File: config.mk
export PLATFORM = sky130hd
export DESIGN_NAME = hamming_stream_encoder_flat
export DESIGN_NICKNAME = d
export VERILOG_FILES = /design/src/rtl/hamming_stream_encoder_pkg.sv /design/src/rtl/hamming_stream_encoder_if.sv /design/src/rtl/hamming_stream_encoder_parity_gen.sv /design/src/rtl/hamming_stream_encoder.sv /design/src/flat_wrapper.sv
export SDC_FILE = /design/constraint.sdc
export NUM_CORES = 1
export LEC_CHECK = 0
export CORE_MARGIN = 2
export CORE_UTILIZATION = 42
export DETAILED_ROUTE_END_ITERATION = 8
export PLACE_DENSITY = 0.74
export SYNTH_ARGS = -nofsm -noshare
export SYNTH_HDL_FRONTEND = slang
export SYNTH_SLANG_ARGS = --single-unit
File: constraint.sdc
create_clock -name i_clk -period 1.85 [get_ports i_clk]
set_input_delay 0.37 -clock i_clk [delete_from_list [all_inputs] [get_ports i_clk]]
set_output_delay 0.37 -clock i_clk [all_outputs]
set_load 0.01 [all_outputs]
File: src/rtl/hamming_stream_encoder_pkg.sv
// hamming_pkg: shared Hamming code helpers and encoder state type
package hamming_pkg;
  typedef enum logic {IDLE, SHIFT} state_t;

  function automatic int hamming_par_w(int dw);
    int r = 1;
    while ((1 << r) < dw + r + 1) r++;
    return r;
  endfunction

  // data bit i sits at the (i+1)-th non-power-of-two position: 3,5,6,7,9,...
  function automatic int hamming_pos(int i);
    int pos = 2;
    for (int n = 0; n <= i; n++) begin
      pos++;
      while ((pos & (pos - 1)) == 0) pos++;
    end
    return pos;
  endfunction

  function automatic logic [63:0] hamming_par_mask(int dw, int j);
    logic [63:0] m = '0;
    for (int i = 0; i < dw; i++) m[i] = ((hamming_pos(i) >> j) & 1) == 1;
    return m;
  endfunction
endpackage

File: src/rtl/hamming_stream_encoder_if.sv
// hamming_stream_encoder_if: word input, serial bit output and codeword status bundle
interface hamming_stream_encoder_if #(parameter int DATA_W = 4, parameter int CW_W = 7);
  logic [DATA_W-1:0] in_data;
  logic              in_valid;
  logic              in_ready;
  logic              bit_out;
  logic              bit_valid;
  logic              bit_ready;
  logic              bit_first;
  logic              bit_last;
  logic [CW_W-1:0]   cw_out;
  logic              cw_valid;
  logic [15:0]       word_count;
  modport master (
    output in_data, in_valid, bit_ready,
    input  in_ready, bit_out, bit_valid, bit_first, bit_last, cw_out, cw_valid, word_count
  );
  modport slave (
    input  in_data, in_valid, bit_ready,
    output in_ready, bit_out, bit_valid, bit_first, bit_last, cw_out, cw_valid, word_count
  );
endinterface

File: src/rtl/hamming_stream_encoder_parity_gen.sv
// hamming_parity_gen: combinational systematic Hamming / SECDED codeword builder
module hamming_parity_gen
  import hamming_pkg::*;
#(
  parameter int DATA_W = 4,
  parameter int PAR_W  = 3,
  parameter int EXT    = 0
) (
  input  logic [DATA_W-1:0]           i_data,
  output logic [DATA_W+PAR_W+EXT-1:0] o_cw
);
  logic [PAR_W-1:0] w_par;
  for (genvar j = 0; j < PAR_W; j++) begin : g_par
    localparam logic [63:0] MASK = hamming_par_mask(DATA_W, j);
    assign w_par[j] = ^(i_data & MASK[DATA_W-1:0]);
  end
  if (EXT != 0) begin : g_ext
    assign o_cw = {^{w_par, i_data}, w_par, i_data};
  end else begin : g_std
    assign o_cw = {w_par, i_data};
  end
endmodule

File: src/rtl/hamming_stream_encoder.sv
// hamming_stream_encoder: accepts data words and shifts their Hamming codewords out MSB-first
module hamming_stream_encoder
  import hamming_pkg::*;
#(
  parameter int DATA_W = 4,
  parameter int PAR_W  = 3,
  parameter int EXT    = 0
) (
  input  logic                      i_clk,
  input  logic                      i_rst_n,
  hamming_stream_encoder_if.slave   bus
);
  localparam int CW_W = DATA_W + PAR_W + EXT;
  localparam int CNT_W = $clog2(CW_W);
  localparam logic [CNT_W-1:0] TOP = CNT_W'(CW_W - 1);
  if (DATA_W < 1 || DATA_W > 57 || PAR_W != hamming_par_w(DATA_W) || EXT < 0 || EXT > 1) begin : g_bad_cfg
    $error("hamming_stream_encoder: illegal DATA_W/PAR_W/EXT combination");
  end
  state_t            r_state;
  logic [CW_W-1:0]   r_sh;
  logic [CW_W-1:0]   r_cw;
  logic [CNT_W-1:0]  r_cnt;
  logic              r_cw_valid;
  logic [15:0]       r_wc;
  logic [CW_W-1:0]   w_cw;
  logic              w_valid, w_last, w_bit_hs, w_done, w_in_ready, w_accept;
  hamming_parity_gen #(.DATA_W(DATA_W), .PAR_W(PAR_W), .EXT(EXT)) u_gen (
    .i_data (bus.in_data),
    .o_cw   (w_cw)
  );
  assign w_valid    = r_state == SHIFT;
  assign w_last     = w_valid && r_cnt == '0;
  assign w_bit_hs   = w_valid && bus.bit_ready;
  assign w_done     = w_bit_hs && w_last;
  // the finishing bit handshake opens the input so frames run back to back
  assign w_in_ready = !w_valid || w_done;
  assign w_accept   = bus.in_valid && w_in_ready;
  always_ff @(posedge i_clk or negedge i_rst_n) begin
    if (!i_rst_n) begin
      r_state    <= IDLE;
      r_sh       <= '0;
      r_cw       <= '0;
      r_cnt      <= '0;
      r_cw_valid <= 1'b0;
      r_wc       <= '0;
    end else begin
      r_cw_valid <= w_accept;
      if (w_done) r_wc <= r_wc + 16'd1;
      if (w_accept) begin
        r_state <= SHIFT;
        r_sh    <= w_cw;
        r_cw    <= w_cw;
        r_cnt   <= TOP;
      end else if (w_bit_hs) begin
        r_sh  <= r_sh << 1;
        r_cnt <= r_cnt - 1'b1;
        if (w_last) r_state <= IDLE;
      end
    end
  end
  assign bus.in_ready   = w_in_ready;
  assign bus.bit_out    = r_sh[CW_W-1];
  assign bus.bit_valid  = w_valid;
  assign bus.bit_first  = w_valid && r_cnt == TOP;
  assign bus.bit_last   = w_last;
  assign bus.cw_out     = r_cw;
  assign bus.cw_valid   = r_cw_valid;
  assign bus.word_count = r_wc;
endmodule

File: src/flat_wrapper.sv
// flat-port wrapper written by rule: the top's interface ports become plain ports
module hamming_stream_encoder_flat import hamming_pkg::*;
#(
  parameter int DATA_W = 4,
  parameter int PAR_W  = 3,
  parameter int EXT    = 0
)
  (i_clk, i_rst_n, bus_in_data, bus_in_valid, bus_bit_ready, bus_in_ready, bus_bit_out, bus_bit_valid, bus_bit_first, bus_bit_last, bus_cw_out, bus_cw_valid, bus_word_count);
  hamming_stream_encoder_if #(.DATA_W(DATA_W), .CW_W(7)) bus_i ();
  input  logic i_clk;
  input  logic i_rst_n;
  input wire logic [$bits(bus_i.in_data)-1:0] bus_in_data;
  input wire logic [$bits(bus_i.in_valid)-1:0] bus_in_valid;
  input wire logic [$bits(bus_i.bit_ready)-1:0] bus_bit_ready;
  output wire logic [$bits(bus_i.in_ready)-1:0] bus_in_ready;
  output wire logic [$bits(bus_i.bit_out)-1:0] bus_bit_out;
  output wire logic [$bits(bus_i.bit_valid)-1:0] bus_bit_valid;
  output wire logic [$bits(bus_i.bit_first)-1:0] bus_bit_first;
  output wire logic [$bits(bus_i.bit_last)-1:0] bus_bit_last;
  output wire logic [$bits(bus_i.cw_out)-1:0] bus_cw_out;
  output wire logic [$bits(bus_i.cw_valid)-1:0] bus_cw_valid;
  output wire logic [$bits(bus_i.word_count)-1:0] bus_word_count;
  assign bus_i.in_data = bus_in_data;
  assign bus_i.in_valid = bus_in_valid;
  assign bus_i.bit_ready = bus_bit_ready;
  assign bus_in_ready = bus_i.in_ready;
  assign bus_bit_out = bus_i.bit_out;
  assign bus_bit_valid = bus_i.bit_valid;
  assign bus_bit_first = bus_i.bit_first;
  assign bus_bit_last = bus_i.bit_last;
  assign bus_cw_out = bus_i.cw_out;
  assign bus_cw_valid = bus_i.cw_valid;
  assign bus_word_count = bus_i.word_count;
  hamming_stream_encoder #(.DATA_W(DATA_W), .PAR_W(PAR_W), .EXT(EXT)) u_core (.i_clk(i_clk), .i_rst_n(i_rst_n), .bus(bus_i));
endmodule
==> metrics list <==
- Run status: complete, no violations
- Maximum vdd drop: about 630 uV
- Number of hold violations in the final report: 0
- Standard cell core area: 0.003661 mm2
- Dividing the synthesized area by the synthesized cell count gives roughly 12 um2.
* Cell with the biggest individual delay on the critical path: dfrtp_1
- The first global-routing pass estimated 5.526 mm of wire.
- Residual antenna-violating net count after detailed routing: 0
* Clock share of power: between 30% and 40%
* Internal reg-to-reg setup slack: ~170 ps
- In the layout the commonest cells are dfrtp_1 (35), clkdlybuf4s50_1 (33), nand2_1 (21).
- F_max: about 0.57 GHz
* Clock buffer count from CTS: 5
* Cells on worst reg2reg path: 7
- Power Density: 1199 mW/mm2
- Global routing used roughly 17% of the available tracks.
- Top fanout value on the critical path: 3
- Sequential elements use 55.16% of the synthesized area.
- For this block, the via count after detailed routing is ~1200.
- Max stage delay on crit path: just over 400 ps
- CP Data Required Time: 1480 ps
- Dividing the detail-routed wire length by the instance count gives 13.57 um.
- Proportion of netlist area held by the largest area contributor: 55.16%
- Counting every instance in the synthesized netlist gives ~140.
* Area delta synth->final: 37.75%
* Area of the die: 0.004288 mm2
- The mapped netlist covers 0.001588 mm2.
* Area of all placed cells without fillers: 0.002187 mm2
* Data arrival, critical path: 1380 ps
- Initial DRT Pass Iterations: 4
- After clock tree synthesis, the flow added hold-fix buffers numbering 0.
* Synth Register Bits: 35
- ANT cells: 0
* Post-route minimum period: 1748 ps
- Cell internal power was estimated by the tool at 1.882 mW.
- TritonCTS built the clock tree.
* Clock Latency Late Sink: 290 ps
* Detailed placer's ending HPWL: 2.315 mm
- The floorplan has 22 rows.
- Number of unique standard cell types used by synthesis: 29
- Post-Place Worst Slack: -103.1 ps
* Slew at the pin closest to its max-slew limit: 627.4 ps
- Once placement finished, the instance area stood at 0.002053 mm2.
- For this configuration, the core starts out at a cell density of 43.37%.
- Counting every sink on the clock net gives 35.
- X dimension of the die: 65.49 um
* Via count normalized by instance count: 5.173
* IO Pins: 37
- Worst flop-to-flop path startpoint: u_core.r_cnt[0]
- The library cell used most frequently in the layout, excluding fill and tap cells, is dfrtp_1.
- Total routed wirelength: 3.216 mm
- Ratio of final minimum period to clock period: 94.47%
- Measured along the y axis, the die boundary spans ~65 um.
- Global routing finished with a remaining overflow of 0.
* Vias in the first global route: 1210
- The analysis attributes to cell leakage a power of 1.102 nW.
- Total net switching power: approximately 740 uW
- The worst setup path is launched from a register.
* Maximum number of pins on one net before global-route repair: 36
- Count of H-tree levels built during CTS: 2
* Antenna violations before repair: 0
- DRC viols: 0
- End of the worst register-to-register path: u_core.bus.word_count[8]
- Worst-path clk slew: 80 ps
- Worst setup path category: reg2out
- At the end of the flow, the number of nets in the layout was 200.
- Switching Share: 28.26%
- Proportion of layout cells with a drive suffix above 1: 14.29%
* Net count after synthesis: 150
- After clock tree synthesis, the setup repair step added 0 buffers.
- In this run the tightest slew margin relative to its limit is 56.97%.
- For this run, the number of Yosys warnings is 0.
- STA classifies the critical path endpoint as an output pin.
- Combinational power share: 27.3%
* Maximum root-to-sink buffer count: 2
- Of all cell types, the one taking the most synthesized area is dfrtp_1.
- Final setup violating endpoints: 0
- Setup repair after global routing missed its margin: false
- Initial drt markers: 152
* # Max-Cap Violations: 0
- Path category of the worst min-delay check: in2async
- The critical path goes through inv_2 -> ha_2 -> and3_1 -> dlygate4sd2_1.
- At the end of routability-driven placement, the weighted congestion stood at 0.7718.
* Most area-consuming cells after synthesis: dfrtp_1 (55%), xnor2_1 (7.2%), nand2_1 (5.2%), xor2_1 (3.3%), and3_1 (3.2%)
- Worst Slack Setup Final: 102.4 ps
- Total count of max-transition violations in the final report: 0
- Post-route clock skew: 6.714 ps
* Sequential share of power: about two fifths
- Quantity of I/O buffers inserted on ports: 36
* Root Driver: clkbuf_8
[flip-flops by register name (all words and copies together), names as in the netlist]
signal,count
u_core.bus.cw_valid,1
u_core.r_cnt,3
u_core.bus.word_count,16
u_core.bus.cw_out,7
u_core.r_sh,7
u_core.bus.bit_valid,1
[cell type report]
| class | count | area (um2) |
|---|---|---|
| tap | 48 | 60.06 |
| inverter | 8 | 30.03 |
| multi-input combinational | 93 | 664.4 |
| clock buffer | 5 | 68.82 |
| fill | 307 | 1474 |
| sequential | 35 | 875.8 |
| timing repair buffer | 45 | 420.4 |
| clock inverter | 3 | 67.56 |
[worst max path at each step]
stage	from	end	slack [ps]	cells past startpoint
after floorplan	u_core.r_cnt[0]	u_core.bus.word_count[10]	340	6
after global placement	bus_bit_ready	bus_in_ready	-80	4
after detailed placement	bus_bit_ready	bus_in_ready	-100	4
after CTS	u_core.r_cnt[0]	bus_in_ready	20	5
after global routing	u_core.r_cnt[1]	bus_in_ready	30	5
final	u_core.r_cnt[0]	bus_bit_last	100	4
[per-stage QoR]
step           setup TNS [ps]  util, %  total power, mW  cells  hold WS, ps
4_1_cts                     0    59.81            2.647    237        487.4
6_report                    0    59.74            2.623    237        477.4
5_1_grt                     0    59.74            2.786    237        504.7
3_5_place_dp           -314.0    56.08            1.818    229        461.6
3_3_place_gp           -84.19    56.08            1.789    229        459.6
2_1_floorplan               0        -            1.432    138        74.41
[worst max-delay path, delay by kind of cell (launching register included)]
kind	cells	cell delay (ps)
DFF	1	410
adders and majority gates	1	190
buffers and inverters	2	350
and+or+nand+nor	1	140
[power by group through the flow]
stage	registers, mW	logic (mW)	clock network [mW]
floorplan	1.11	0.319	0
global placement	1.08	0.707	0
detailed placement	1.09	0.728	0
CTS	1.08	0.725	0.844
global route	1.11	0.789	0.889
finish	1.08	0.716	0.824
[cell families after synthesis]
logic type / after synthesis / share of synthesized area (%)
AO/OA/AOI/OAI: 16 / 8.038
XOR/XNOR: 19 / 10.48
adder cells (fa/ha/maj): 4 / 3.152
buffers and inverters: 10 / 3.310
flip-flops: 35 / 55.16
multiplexers: 2 / 1.340
AND/OR/NAND/NOR: 52 / 18.52
[synthesized netlist by cell type]
library cell	n
nand3b_1	1
inv_1	7
nor2_1	5
nand3_1	4
and3_1	8
a31oi_1	2
a21o_1	3
dfrtp_1	35
o21ai_0	2
nand4_1	5
ha_1	4
a221o_1	3
buf_6	2
a21o_2	1
a21oi_1	1
nand2_1	22
nor3_1	1
and4b_1	1
mux2_2	1
mux2i_1	1
xnor2_1	13
xor2_1	6
inv_2	1
nand2b_1	1
nor3_4	2
a22o_1	1
nand4b_4	1
and2_1	1
a222oi_1	3
[what timing repair did]
action | 4_1_cts | 5_1_grt
setup endpoints to repair | 3 | 2
hold endpoints to repair | 0 | 0
gates resized for setup | 5 | 3
[metal layers]
| metal | up-vias | global-route usage, % | share of wire (%) |
|---|---|---|---|
| li1 | 578 | - | - |
| met1 | 600 | 20.63 | 44 |
| met2 | 46 | 28.44 | 50 |
| met3 | 2 | 5.993 | 5.7 |
| met4 | 0 | 6.250 | 0.65 |
| met5 | - | 0 | 0 |
Power figures use the tool's default switching activity.
